[config.mk]
export PLATFORM = sky130hd
export DESIGN_NAME = bcd_serial_add_ctrl
export DESIGN_NICKNAME = d
export VERILOG_FILES = /design/src/rtl/bcd_serial_add_ctrl.sv
export SDC_FILE = /design/constraint.sdc
export NUM_CORES = 1
export LEC_CHECK = 0
export ABC_AREA = 0
export CORE_MARGIN = 2
export CORE_UTILIZATION = 51
export CTS_CLUSTER_DIAMETER = 100
export DETAILED_ROUTE_END_ITERATION = 6
export PLACE_DENSITY_LB_ADDON = 0.2
export SLEW_MARGIN = 40
export SYNTH_ARGS = -nofsm -noshare
export SYNTH_HDL_FRONTEND = slang
export SYNTH_SLANG_ARGS = --single-unit
[constraint.sdc]
create_clock -name clk -period 3.51 [get_ports clk]
set_clock_uncertainty 0.2 [all_clocks]
set_input_delay 0.702 -clock clk [delete_from_list [all_inputs] [get_ports clk]]
set_output_delay 0.702 -clock clk [all_outputs]
set_load 0.03 [all_outputs]
[src/rtl/bcd_serial_add_ctrl.sv]
// Digit-serial packed-BCD adder controller. One shared digit adder processes
// operands least-significant digit first, with a start/busy/done handshake.

module bcd_digit_add (
  input  logic [3:0] x,
  input  logic [3:0] y,
  input  logic       cin,
  output logic [3:0] s,
  output logic       co
);
  logic [4:0] t;
  always_comb begin
    t  = {1'b0, x} + {1'b0, y} + {4'b0, cin};
    s  = t[3:0];
    co = 1'b0;
    if (t > 5'd9) begin
      s  = t[3:0] + 4'd6;   // decimal correction, wraps mod 16
      co = 1'b1;
    end
  end
endmodule

module bcd_serial_add_ctrl #(
  parameter int DIGITS = 4
) (
  input  logic                clk,
  input  logic                reset_n,
  input  logic                start,
  input  logic [4*DIGITS-1:0] a,
  input  logic [4*DIGITS-1:0] b,
  output logic                busy,
  output logic                done,
  output logic [4*DIGITS-1:0] sum,
  output logic                cout,
  output logic                invalid
);
  localparam int CW = (DIGITS > 1) ? $clog2(DIGITS) : 1;

  typedef enum logic [1:0] {IDLE, RUN, DONE} state_t;
  state_t state, nxt;

  logic [4*DIGITS-1:0] a_sr, b_sr;
  logic [CW-1:0]       cnt;
  logic                carry;
  logic                bad, accept, last;
  logic [3:0]          dig;
  logic                dco;

  always_comb begin
    bad = 1'b0;
    for (int i = 0; i < DIGITS; i++)
      if (a[4*i +: 4] > 4'd9 || b[4*i +: 4] > 4'd9) bad = 1'b1;
  end

  assign accept = start && (state == IDLE || state == DONE);
  assign last   = (cnt == CW'(DIGITS - 1));

  bcd_digit_add u_dadd (
    .x  (a_sr[3:0]),
    .y  (b_sr[3:0]),
    .cin(carry),
    .s  (dig),
    .co (dco)
  );

  always_ff @(posedge clk or negedge reset_n)
    if (!reset_n) state <= IDLE;
    else          state <= nxt;

  always_comb begin
    nxt = state;
    case (state)
      IDLE: if (start) nxt = bad ? DONE : RUN;
      RUN:  if (last)  nxt = DONE;
      DONE: nxt = start ? (bad ? DONE : RUN) : IDLE;
      default: nxt = IDLE;
    endcase
  end

  // Operands are captured at accept and shifted, so host changes during RUN
  // never reach the adder.
  always_ff @(posedge clk or negedge reset_n) begin
    if (!reset_n) begin
      a_sr    <= '0;
      b_sr    <= '0;
      cnt     <= '0;
      carry   <= 1'b0;
      sum     <= '0;
      cout    <= 1'b0;
      invalid <= 1'b0;
    end else if (accept) begin
      a_sr    <= a;
      b_sr    <= b;
      cnt     <= '0;
      carry   <= 1'b0;
      sum     <= '0;
      cout    <= 1'b0;
      invalid <= bad;
    end else if (state == RUN) begin
      a_sr  <= a_sr >> 4;
      b_sr  <= b_sr >> 4;
      carry <= dco;
      cnt   <= last ? '0 : cnt + CW'(1);
      for (int i = 0; i < DIGITS; i++)
        if (cnt == CW'(i)) sum[4*i +: 4] <= dig;
      if (last) cout <= dco;
    end
  end

  assign busy = (state == RUN);
  assign done = (state == DONE);
endmodule

# --- After elaboration in Yosys (flattened, before gate mapping) ---
# Cells that the tools add are included.
totals:
  reg_bits: 55
  input_bits: 35
  output_inout_bits: 20
op_classes:
  add_sub_neg: 4
  n_lt_le_gt_ge: 9
  eq_ne: 7
  muxes: 29
  reduce_logical: 18
op_table:
  columns: ["op", "count"]
  rows:
  - ["$mux W16", 6]
  - ["$gt A4 B4 Y1 const B", 8]
  - ["$mux W4", 5]
  - ["$mux W2", 7]
  - ["$mux W1", 10]
  - ["$reduce_and A2 Y1", 5]
  - ["$reduce_bool A2 Y1", 5]
  - ["$eq A2 B2 Y1 const B", 3]
  - ["$pmux W2 S3", 1]
  - ["$add A4 B4 Y5", 1]
  - ["$add A5 B1 Y5", 1]
  - ["$gt A5 B4 Y1 const B", 1]
  - ["$logic_or A1 B1 Y1", 5]
  - ["$add A4 B3 Y4 const B", 1]
  - ["$eq A2 B1 Y1 const B", 2]
  - ["$logic_not A2 Y1", 2]
  - ["$add A2 B1 Y2 const B", 1]
  - ["$ne A2 B1 Y1 const B", 1]
  - ["$ne A2 B2 Y1 const B", 1]
  - ["$logic_and A1 B1 Y1", 1]

# --- Longest topological paths before layout ---
depth:
  word_depth: 9
  ltp_mapped: 9
  depth_no_buf: 9

# --- By module ---
# A second synthesis with hierarchy kept.
hier_totals:
  hier_cells: 296
  hier_area_um2: 2696.3
by_module_without_submodules:
  columns: ["mod", "instances", "cells_per_inst", "area_per_inst_um2", "seq_area_each_um2"]
  rows:
  - ["bcd_serial_add_ctrl", 1, 274, 2484.9, 1376.3]
  - ["bcd_digit_add", 1, 22, 211.5, 0.0]

# --- Worst setup path after synthesis ---
# Ideal clock, no wire load.
synth_path:
  path_kind: "register to register"
  start: "reg a_sr[0]"
  end: "reg sum[1]"
  setup_ns: 0.132
  arrival_time_ns: 2.436
  slack_ns: 0.742
  stages_incl_launch_ff: 10
  path_buffers: 0
  period_less_slack_ns: 2.768
  path_cell_list: "dfrtp_1 fa_1 fa_1 xnor2_1 ha_1 nor2b_1 a21o_1 o31ai_1 a2bb2oi_1 o21ai_0"
synth_between:
  elab_chain_cells: 7
  word_cells_on_any_way: 8
synth_lines:
  columns: ["element", "line", "source"]
  rows:
  - ["from (decl)", "42", "logic [4*DIGITS-1:0] a_sr, b_sr;"]
  - ["from (signal assigned)", "100", "a_sr <= a_sr >> 4;"]
  - ["$add A4 B4 Y5 *", "13", "t = {1'b0, x} + {1'b0, y} + {4'b0, cin};"]
  - ["$add A5 B1 Y5 *", "13", null]
  - ["$add A4 B3 Y4 or $gt A5 B4 Y1 (tied branches)", "17, 16", null]
  - ["$mux W4 *", "16", "if (t > 5'd9) begin"]
  - ["$mux W4 *", "105", "if (cnt == CW'(i)) sum[4*i +: 4] <= dig;"]
  - ["$mux W16 *", "99", "end else if (state == RUN) begin"]
  - ["$mux W16 *", "91", "end else if (accept) begin"]
  - ["to (signal, indexed assignment)", "105", null]
  - ["to (decl)", "33", "output logic [4*DIGITS-1:0] sum,"]
# Every way passes the cells marked *; elsewhere a longest branch is shown, timed or not. The select of a mux whose other input is x is not followed.
# A chain may end at the register's enable or synchronous reset.

# --- Worst setup path in the final report ---
# Same ends and word-level chain as after synthesis.

==> metrics.yaml <==
outcome:
  status: "complete, no violations"
synth:
  ys_top_cells_by_area: "dfrtp_1 52%, nand2_1 10%, a31oi_1 5.9%"
  yosysMostFrequentCell: "nand2_1"
  ys_ff_latch: 55
  synth_top_flop_cell: "dfrtp_1"
  synth-edff-count: 0
  yosysSeqAreaShare_pct: 52.2
  ys_warn_count: 0
  synthesis.nets: 337
  synth_top_area_cell: "dfrtp_1"
  synthTopCellsByCount: "71 x nand2_1, 55 x dfrtp_1, 26 x nor2_1"
  syn_inst: 292
  synth_top_area_share_pct: 52.2
  synth_area_per_cell_sq_um: 9.04
  synthArstFlopShare_pct: 100
  synth_cell_type_count: 36
  syn-cell-area_sq_mm: 0.00264
sta:
  slew_headroom_pct: 62.4
  min_period_ps: 3140
  post-route-period-util_pct: 89.3
  rsz0062_at_grt: "no"
  max_freq_mhz: 319
  setup_violations: 0
  worst-slew-pin-transition_ps: 562
  hold_ws_ps: 151
  drv_slew: 0
  finalSetupTns_ps: 0
  finalHoldViolations: 0
routing:
  wire_per_inst_microns: 14.8
  ant_nets: 0
  drtIter0Drc: 197
  routed_wl_mm: 6.14
  drtPass1Iterations: 5
  drcViolationCount: 0
  vias_per_cell: 5.54
  vias: 2300
power_and_ir_drop:
  power_density_mw_per_mm2: 414
  ir_worst_vdd_uv: 253
  power_leakage_nw: 1.48
global_route:
  overflow: 0
  grt_pass1_wl_mm: 10.8
  grt_max_degree: 43
  grt_antenna_before_repair: 0
  grt_pass1_vias: 2338
  track_usage_pct: 23.0
clocking:
  clk_path_buf_depth: 2
  cts_resized: 0
  clk_latency_ps: 310
  cts_tree: "done"
  cts_root_buf: "clkbuf_8"
  clock_sinks: 55
  clkSlewWorstSetupHoldPaths_ps: 90
  postCtsHoldBufs: 0
  cts_inserted_buffers: 5
  htree_levels: 2
  cts_setup_buffers: 0
floorplanning:
  die_h_microns: 75.9
  rows: 26
  ios: 55
  die_area_sq_mm: 0.00577
  initial_core_util_pct: 52.3
  die_w_microns: 75.9
  coreArea_sq_mm: 0.00504
placed_design:
  gp_congestion: 0.828
  dp_hpwl_mm: 4.48
  io_buffer_count: 54
  placed_cells: 407
setup_path:
  startpoint_type: "flop"
  r2r-start: "a_sr[0]$_DFFE_PN0P_"
  critPathKind: "flop to flop"
  timing.rr.end: "sum[1]$_DFFE_PN0P_"
  setup.worst_path.end_class: "flop"
  cp.arrival_ps: 3110
  worstPathMaxFanout: 4
  reg2regPathDepth: 9
  r2r_slack_ps: 370
  required_ps: 3490
cells_and_area:
  antenna_cells: 0
  nets: 389
  syn2layout_area_growth_pct: 26.9
  n_fill_cell: 438
  drive_above_1_share_pct: 5.80
  stdcell_count: 415
min_path:
  hold_path_class: "input pin to async pin"
job:
  maxCapViolations: 0
where the power goes:
part / leakage [nW] / switching, mW / internal [mW] / total (mW)
sequential: 0.700 / 0.0275 / 0.678 / 0.705
combinational: 0.739 / 0.188 / 0.147 / 0.335
clock: 0.0412 / 0.208 / 0.140 / 0.348
state kept, by name, indices dropped and copies added (netlist names):
| signal | flops |
|---|---|
| a_sr | 16 |
| sum | 16 |
| cnt | 2 |
| b_sr | 16 |
| cout | 1 |
| carry | 1 |
| invalid | 1 |
| state | 2 |
through the flow:
stage          utilization (%)  setup slack (ps)  instance area [sq um]  power [mW]
6_report                  66.4               374                   3350        1.39
5_1_grt                   66.4               168                   3350        1.46
4_1_cts                   66.4               365                   3350        1.39
3_5_place_dp              64.7               409                   3260        1.05
3_3_place_gp              64.7               554                   3260        1.04
2_1_floorplan                -               742                   2640       0.931
area by class of cell:
type / count / area, sq um / share of cell area, %
Tap cell: 70 / 87.6 / 2.61
Inverter: 4 / 15.0 / 0.448
Clock inverter: 2 / 12.5 / 0.374
Sequential cell: 55 / 1380 / 41.1
Timing Repair Buffer: 61 / 601 / 17.9
Multi-Input combinational cell: 217 / 1180 / 35.4
Clock buffer: 6 / 72.6 / 2.17
worst max-delay path, cell delays in order (launching register included):
cell,delay [ps]
dfrtp_1,420
fa_1,470
fa_1,430
xnor2_1,320
ha_1,250
nor2b_1,260
a21o_1,120
o31ai_1,60
a2bb2oi_1,310
o21ai_0,160
layer usage:
layer  global-route usage, %  vias to the layer above  wire (microns)
met3                    3.33                        9             218
met2                    40.5                       47            3090
li1                        -                     1116               -
met1                    29.6                     1128            2760
met5                       0                        -               0
met4                    6.55                        0              74
placed cells by master (no fill, tap or decap), types with 2 or more instances in the layout:
master | Yosys | routed
nor2_1 | 26 | 26
inv_1 | 3 | 3
nand2b_1 | 2 | 2
clkbuf_8 | 0 | 5
buf_4 | 0 | 6
dfrtp_1 | 55 | 55
a22o_1 | 4 | 4
a31oi_1 | 25 | 25
fa_1 | 2 | 2
nand2_1 | 71 | 71
nand4_1 | 2 | 2
a21oi_1 | 12 | 12
nor3_1 | 6 | 6
o21ai_0 | 17 | 17
a21o_1 | 2 | 2
ha_1 | 8 | 8
clkdlybuf4s50_1 | 0 | 53
nand3_1 | 15 | 15
a22oi_1 | 3 | 3
o21ai_1 | 4 | 4
nor2b_1 | 4 | 3
cells by family (layout without fill, tap and decap cells):
logic type	Yosys count	after routing	share of synthesized area, %
and+or+nand+nor	130	130	21.1
DFF	55	55	52.2
buffers and inverters	20	73	3.03
AOI/OAI and AO/OA	75	75	17.7
adders and majority gates	10	10	5.31
muxes	1	1	0.379
xor gates and xnor gates	1	1	0.332
worst max-delay path by stage:
stage / startpoint / slack [ps] / cells after the start / end
final: a_sr[0]$_DFFE_PN0P_ / 370 / 9 / sum[1]$_DFFE_PN0P_
after CTS: a_sr[0]$_DFFE_PN0P_ / 370 / 9 / sum[1]$_DFFE_PN0P_
after global routing: a_sr[0]$_DFFE_PN0P_ / 170 / 9 / sum[5]$_DFFE_PN0P_
after floorplan: a_sr[0]$_DFFE_PN0P_ / 740 / 9 / sum[1]$_DFFE_PN0P_
after detailed placement: a_sr[0]$_DFFE_PN0P_ / 410 / 9 / sum[1]$_DFFE_PN0P_
after global placement: a_sr[0]$_DFFE_PN0P_ / 550 / 9 / sum[5]$_DFFE_PN0P_
(Power assumes the default switching activity.)
